## src/rtl/hazard_unit_if.sv

```systemverilog
// Hazard-unit signal bundle: D-stage instruction attributes in, forward/stall/flush controls out.
interface hazard_unit_if;
  logic [4:0] RsD;
  logic [4:0] RtD;
  logic [4:0] WriteRegD;
  logic       RegWriteD;
  logic       MemtoRegD;
  logic       BranchD;
  logic       MulDivD;
  logic       MfHiLoD;
  logic [1:0] ForwardAE;
  logic [1:0] ForwardBE;
  logic       ForwardAD;
  logic       ForwardBD;
  logic       StallF;
  logic       StallD;
  logic       FlushE;

  modport master (
    output RsD, RtD, WriteRegD, RegWriteD, MemtoRegD, BranchD, MulDivD, MfHiLoD,
    input  ForwardAE, ForwardBE, ForwardAD, ForwardBD, StallF, StallD, FlushE
  );

  modport slave (
    input  RsD, RtD, WriteRegD, RegWriteD, MemtoRegD, BranchD, MulDivD, MfHiLoD,
    output ForwardAE, ForwardBE, ForwardAD, ForwardBD, StallF, StallD, FlushE
  );
endinterface

```

## src/rtl/hazard_unit.sv

```systemverilog
// Pipeline hazard unit: operand forwarding, load-use/branch/mult-div stalls and E-stage bubbles.
// Define HAZARD_BRANCH_FWD_EN to resolve branches in D (ForwardAD/BD and branch stalls).
module hazard_unit #(
  parameter int unsigned MD_CYCLES = 4
) (
  input logic         clk,
  input logic         rst_n,
  hazard_unit_if.slave hz
);

  localparam logic [3:0] MD_LOAD = 4'(MD_CYCLES);

  logic [4:0] rs_e_r, rt_e_r, writereg_e_r, writereg_m_r, writereg_w_r;
  logic       regwrite_e_r, regwrite_m_r, regwrite_w_r;
  logic       memtoreg_e_r, memtoreg_m_r;
  logic [3:0] cnt_r;

  logic       lwstall_s, branchstall_s, mdstall_s, stall_s;
  logic [1:0] fwd_a_e_s, fwd_b_e_s;
  logic       fwd_a_d_s, fwd_b_d_s;

  function automatic logic reg_match(input logic [4:0] src, input logic wr_en,
                                     input logic [4:0] dst);
    return (src != 5'd0) && wr_en && (src == dst);
  endfunction

  // Shadow pipeline of destination/source tags; E takes a bubble whenever D is held.
  always_ff @(posedge clk or negedge rst_n) begin
    if (!rst_n) begin
      rs_e_r       <= 5'd0;
      rt_e_r       <= 5'd0;
      writereg_e_r <= 5'd0;
      regwrite_e_r <= 1'b0;
      memtoreg_e_r <= 1'b0;
      writereg_m_r <= 5'd0;
      regwrite_m_r <= 1'b0;
      memtoreg_m_r <= 1'b0;
      writereg_w_r <= 5'd0;
      regwrite_w_r <= 1'b0;
    end else begin
      if (stall_s) begin
        rs_e_r       <= 5'd0;
        rt_e_r       <= 5'd0;
        writereg_e_r <= 5'd0;
        regwrite_e_r <= 1'b0;
        memtoreg_e_r <= 1'b0;
      end else begin
        rs_e_r       <= hz.RsD;
        rt_e_r       <= hz.RtD;
        writereg_e_r <= hz.WriteRegD;
        regwrite_e_r <= hz.RegWriteD;
        memtoreg_e_r <= hz.MemtoRegD;
      end
      writereg_m_r <= writereg_e_r;
      regwrite_m_r <= regwrite_e_r;
      memtoreg_m_r <= memtoreg_e_r;
      writereg_w_r <= writereg_m_r;
      regwrite_w_r <= regwrite_m_r;
    end
  end

  // Mult/div occupancy counter; a stalled MulDivD must not restart it.
  always_ff @(posedge clk or negedge rst_n) begin
    if (!rst_n) begin
      cnt_r <= 4'd0;
    end else if (hz.MulDivD && !stall_s) begin
      cnt_r <= MD_LOAD;
    end else if (cnt_r != 4'd0) begin
      cnt_r <= cnt_r - 4'd1;
    end else begin
      cnt_r <= cnt_r;
    end
  end

  // Forward selects and stall terms, all combinational from D inputs and shadow state.
  always_comb begin
    fwd_a_e_s = 2'b00;
    if (reg_match(rs_e_r, regwrite_m_r, writereg_m_r)) begin
      fwd_a_e_s = 2'b10;
    end else if (reg_match(rs_e_r, regwrite_w_r, writereg_w_r)) begin
      fwd_a_e_s = 2'b01;
    end else begin
      fwd_a_e_s = 2'b00;
    end

    fwd_b_e_s = 2'b00;
    if (reg_match(rt_e_r, regwrite_m_r, writereg_m_r)) begin
      fwd_b_e_s = 2'b10;
    end else if (reg_match(rt_e_r, regwrite_w_r, writereg_w_r)) begin
      fwd_b_e_s = 2'b01;
    end else begin
      fwd_b_e_s = 2'b00;
    end

    lwstall_s = memtoreg_e_r && (reg_match(hz.RsD, regwrite_e_r, writereg_e_r) ||
                                 reg_match(hz.RtD, regwrite_e_r, writereg_e_r));
    mdstall_s = (cnt_r != 4'd0) && (hz.MulDivD || hz.MfHiLoD);

`ifdef HAZARD_BRANCH_FWD_EN
    fwd_a_d_s     = reg_match(hz.RsD, regwrite_m_r, writereg_m_r);
    fwd_b_d_s     = reg_match(hz.RtD, regwrite_m_r, writereg_m_r);
    branchstall_s = hz.BranchD &&
                    (reg_match(hz.RsD, regwrite_e_r, writereg_e_r) ||
                     reg_match(hz.RtD, regwrite_e_r, writereg_e_r) ||
                     (memtoreg_m_r && (fwd_a_d_s || fwd_b_d_s)));
`else
    fwd_a_d_s     = 1'b0;
    fwd_b_d_s     = 1'b0;
    branchstall_s = 1'b0;
`endif

    stall_s = lwstall_s | branchstall_s | mdstall_s;
  end

`ifndef HAZARD_BRANCH_FWD_EN
  // Branches resolve in E here; these inputs are intentionally not consumed.
  logic unused_branch_s;
  assign unused_branch_s = hz.BranchD ^ memtoreg_m_r;
`endif

  assign hz.ForwardAE = fwd_a_e_s;
  assign hz.ForwardBE = fwd_b_e_s;
  assign hz.ForwardAD = fwd_a_d_s;
  assign hz.ForwardBD = fwd_b_d_s;
  assign hz.StallF    = stall_s;
  assign hz.StallD    = stall_s;
  assign hz.FlushE    = stall_s;

endmodule
```

## src/flat_wrapper.sv

```systemverilog
// flat-port wrapper written by rule: the top's interface ports become plain ports
module hazard_unit_flat 
#(
  parameter int unsigned MD_CYCLES = 4
)
  (clk, rst_n, hz_RsD, hz_RtD, hz_WriteRegD, hz_RegWriteD, hz_MemtoRegD, hz_BranchD, hz_MulDivD, hz_MfHiLoD, hz_ForwardAE, hz_ForwardBE, hz_ForwardAD, hz_ForwardBD, hz_StallF, hz_StallD, hz_FlushE);
  hazard_unit_if hz_i ();
  input logic clk;
  input logic rst_n;
  input wire logic [$bits(hz_i.RsD)-1:0] hz_RsD;
  input wire logic [$bits(hz_i.RtD)-1:0] hz_RtD;
  input wire logic [$bits(hz_i.WriteRegD)-1:0] hz_WriteRegD;
  input wire logic [$bits(hz_i.RegWriteD)-1:0] hz_RegWriteD;
  input wire logic [$bits(hz_i.MemtoRegD)-1:0] hz_MemtoRegD;
  input wire logic [$bits(hz_i.BranchD)-1:0] hz_BranchD;
  input wire logic [$bits(hz_i.MulDivD)-1:0] hz_MulDivD;
  input wire logic [$bits(hz_i.MfHiLoD)-1:0] hz_MfHiLoD;
  output wire logic [$bits(hz_i.ForwardAE)-1:0] hz_ForwardAE;
  output wire logic [$bits(hz_i.ForwardBE)-1:0] hz_ForwardBE;
  output wire logic [$bits(hz_i.ForwardAD)-1:0] hz_ForwardAD;
  output wire logic [$bits(hz_i.ForwardBD)-1:0] hz_ForwardBD;
  output wire logic [$bits(hz_i.StallF)-1:0] hz_StallF;
  output wire logic [$bits(hz_i.StallD)-1:0] hz_StallD;
  output wire logic [$bits(hz_i.FlushE)-1:0] hz_FlushE;
  assign hz_i.RsD = hz_RsD;
  assign hz_i.RtD = hz_RtD;
  assign hz_i.WriteRegD = hz_WriteRegD;
  assign hz_i.RegWriteD = hz_RegWriteD;
  assign hz_i.MemtoRegD = hz_MemtoRegD;
  assign hz_i.BranchD = hz_BranchD;
  assign hz_i.MulDivD = hz_MulDivD;
  assign hz_i.MfHiLoD = hz_MfHiLoD;
  assign hz_ForwardAE = hz_i.ForwardAE;
  assign hz_ForwardBE = hz_i.ForwardBE;
  assign hz_ForwardAD = hz_i.ForwardAD;
  assign hz_ForwardBD = hz_i.ForwardBD;
  assign hz_StallF = hz_i.StallF;
  assign hz_StallD = hz_i.StallD;
  assign hz_FlushE = hz_i.FlushE;
  hazard_unit #(.MD_CYCLES(MD_CYCLES)) u_core (.clk(clk), .rst_n(rst_n), .hz(hz_i));
endmodule
```

## config.mk

```make
export PLATFORM = sky130hd
export DESIGN_NAME = hazard_unit_flat
export DESIGN_NICKNAME = d
export VERILOG_FILES = /design/src/rtl/hazard_unit_if.sv /design/src/rtl/hazard_unit.sv /design/src/flat_wrapper.sv
export SDC_FILE = /design/constraint.sdc
export NUM_CORES = 1
export LEC_CHECK = 0
export CAP_MARGIN = 20
export CORE_MARGIN = 1
export CORE_UTILIZATION = 30
export DETAILED_ROUTE_END_ITERATION = 8
export GPL_ROUTABILITY_DRIVEN = 0
export SETUP_SLACK_MARGIN = 0.2
export SLEW_MARGIN = 20
export SYNTH_ARGS = -nofsm -noshare
export SYNTH_HDL_FRONTEND = slang
export SYNTH_SLANG_ARGS = --single-unit
```

## constraint.sdc

```tcl
create_clock -name clk -period 2.1 [get_ports clk]
set_input_delay 0.42 -clock clk [delete_from_list [all_inputs] [get_ports clk]]
set_output_delay 0.42 -clock clk [all_outputs]
set_load 0.02 [all_outputs]
```

==> run summary, run 1 <==
Status: finished with violations
Violated checks: setup timing
Clock network latency to the later pin of the worst-skew pair: 0.28 ns
Post-synth top area share: 0.534
Diode insertion count for antenna repair: 0
Worst hold start: u_core.regwrite_e_r
Clock transition at the registers of the reported paths: 0.06 ns
Startpoint Class: register
Power Total: 2.62 mW
Post-Synthesis Cells: 129
Endpoint required time on the critical path: 1.68 ns
CTS tree: yes
Post-synthesis sequential area ratio: 0.534
Category of the critical setup timing path: register to output port
Number of ports placed on the die boundary: 31
Post-synth ARST share: 1.00
H-tree levels: 2
Synth area leaders: dfrtp_1 (53%), xnor2_1 (14%), and2_2 (7.8%), xor2_1 (3.4%), nor4_1 (2.0%)
Reg2Reg Capture Point: u_core.rt_e_r[1]
Unrepaired setup endpoints after global routing: true
Count of unresolved DRC violations after routing: 0
Worst Setup Slack, final: -0.141 ns
Fin crit period: 2.24 ns
# Max-Cap Violations: 0
Most common cell after layout, fill and taps aside: buf_4
Leakage power: 1.08 nW
Total clock sinks: 33
Area delta synth->final: 55.9%
Final clock period utilization by the worst path: 1.07
Number of vias after detailed routing: 1133
Worst setup slack for register-to-register paths: 0.40 ns
Number of hold violations in the final report: 0
Remaining antenna violation count: 0
Initial DRC Count: 22
Detailed Route WL: 3240 µm
Initial antenna violation count: 0
Number of instances on the worst hold path: 0
Die area: 0.00544 mm²
CTS root buffer: clkbuf_8
Instance area after placement: 0.00212 mm²
Yosys warning count: 0
Final global-route overflow total: 0
Crit path capture type: output port
Largest net degree at the start of global routing: 34
Highest-count cells in the layout ignoring fill and taps: buf_4 (34), dfrtp_1 (31), xnor2_1 (21), and2_2 (16), clkdlybuf4s50_1 (11)
Hold Crit Class: register to register
Via density per instance: 4.31
Global-route wire length before repair: 5450 µm
Synthesized area divided by synthesized cell count: 12.0 µm²
Fin Clk Skew: 0.00314 ns
Share of cells above drive strength 1: 0.474
Post-synthesis instance area: 0.00155 mm²
Number of buffers inserted by port buffering: 27
Maximum fanout encountered on the critical timing path: 2
Distinct cell type count after synthesis: 27
Worst reg2reg path startpoint: u_core.writereg_e_r[2]
Timing-limited maximum frequency: 446 MHz
Number of optimization iterations in the first detailed-route pass: 2
Count of standard-cell rows: 25
Cell Pwr Density: 1090 mW/mm²
Area inside the core boundary: 0.00485 mm²
Cell count of the worst reg-to-reg path: 7
Horizontal extent of the die: 73.8 µm
Register bit count reported by yosys: 33
Initial core utilization: 0.319
Pins over their slew limit: 0
Predominant post-synthesis flop cell: dfrtp_1
Arrival time of the worst setup path: 1.82 ns
Setup violators final: 6
Hold-critical path endpoint: u_core.regwrite_m_r
VDD IR max: 0.468 mV
Cell taking the most area after synthesis: dfrtp_1
Max clock buf depth: 2
Finished Cell Area: 0.00241 mm²
Final #Nets: 219
Count of flip-flops with a built-in enable after synthesis: 0
Number of buffers created by CTS: 5
Number of global-route vias before repair: 1224
GRT Overall Usage: 0.138
Average routed wire per standard cell: 12.3 µm
Hold_buf cts: 0
Y dimension of the die: 73.8 µm
Half-perimeter wire length after placement: 2450 µm
[synthesized netlist by cell type (2+ instances only)]
master / n
ha_1: 2
a21o_1: 2
nand4_1: 4
and2_2: 16
inv_1: 3
nor2_1: 6
dfrtp_1: 33
nor3_1: 3
or4_1: 2
a31oi_1: 2
xor2_1: 6
buf_4: 4
nor4_1: 5
nand3_1: 2
xnor2_1: 24
nand2_1: 4
[logic make-up (layout without fill, tap and decap cells)]
| family | count (synthesis) | in the layout | share of synthesized area |
|---|---|---|---|
| compound gates | 9 | 9 | 0.0551 |
| xor+xnor | 30 | 30 | 0.170 |
| fa+ha+maj | 2 | 2 | 0.0162 |
| buf+inv | 8 | 74 | 0.0340 |
| flops | 33 | 33 | 0.534 |
| mux | 1 | 1 | 0.00729 |
| other cells | 1 | 2 | 0.00243 |
| simple gates | 45 | 45 | 0.181 |
[layout make-up]
| class | count | area [µm²] |
|---|---|---|
| well taps | 67 | 83.8 |
| clock inverters | 1 | 30.0 |
| flip-flops and latches | 33 | 828 |
| fillers | 451 | 2440 |
| repair buffers | 63 | 549 |
| clock buffers | 7 | 86.3 |
| inverters | 3 | 11.3 |
| multi-input cells | 89 | 820 |
[how the worst max path moves through the flow]
stage	from	slack, ns	cells past startpoint	to
6_report	u_core.rs_e_r[4]	-0.14	5	hz_ForwardAE[0]
5_1_grt	u_core.rs_e_r[4]	-0.28	5	hz_ForwardAE[0]
4_1_cts	u_core.rs_e_r[4]	-0.15	5	hz_ForwardAE[0]
3_5_place_dp	hz_RsD[4]	-0.68	7	hz_StallD
3_3_place_gp	hz_RsD[0]	-0.65	7	hz_StallD
2_1_floorplan	u_core.cnt_r[0]	-0.07	8	hz_StallD
[state kept, by name, indices dropped and copies added (netlist names)]
name / flops
u_core.memtoreg_e_r: 1
u_core.regwrite_w_r: 1
u_core.regwrite_m_r: 1
u_core.regwrite_e_r: 1
u_core.writereg_m_r: 5
u_core.writereg_w_r: 5
u_core.writereg_e_r: 5
u_core.rt_e_r: 5
u_core.cnt_r: 4
u_core.rs_e_r: 5
[power by group]
group	switching, mW	internal (mW)
Clock	0.225	0.387
Combinational	0.455	0.636
Sequential	0.135	0.783
Total	0.815	1.81
[critical path: stages, from the launching register on]
cell	delay, ns
dfrtp_1	0.39
or4_4	0.55
nor2_4	0.11
nor4_2	0.06
nor4_2	0.25
buf_4	0.18
[routing by layer]
metal	share of wire	track usage	vias to the layer above
li1	-	-	561
met1	0.40	0.152	536
met2	0.54	0.246	31
met3	0.044	0.0425	5
met4	0.017	0.0577	0
met5	0	0	-
[metrics by stage]
step / setup slack [ns] / hold WS (ns) / setup TNS [ns] / utilization / cells
after floorplan: -0.0739 / 0.124 / -0.191 / - / 130
after global placement: -0.648 / 0.376 / -3.46 / 0.437 / 246
after detailed placement: -0.680 / 0.391 / -4.01 / 0.437 / 246
after CTS: -0.155 / 0.406 / -0.594 / 0.479 / 257
after global routing: -0.279 / 0.407 / -1.13 / 0.497 / 263
final: -0.141 / 0.408 / -0.385 / 0.497 / 263
[what timing repair did]
item / CTS / global route
gates resized for setup: 63 / 10
setup endpoints to repair: 7 / 7
pin swaps: 11 / 9
setup buffers: 3 / 6
No activity file was read; power rests on OpenSTA's default activity.
==> run 2: changes to the inputs <==
--- a/config.mk
+++ b/config.mk
@@ -11,7 +11,6 @@
 export DETAILED_ROUTE_END_ITERATION = 8
 export GPL_ROUTABILITY_DRIVEN = 0
 export SETUP_SLACK_MARGIN = 0.2
-export SLEW_MARGIN = 20
 export SYNTH_ARGS = -nofsm -noshare
 export SYNTH_HDL_FRONTEND = slang
 export SYNTH_SLANG_ARGS = --single-unit
==> results of run 2 <==
Final layout, timing and power as in run 1 (identical DEF).
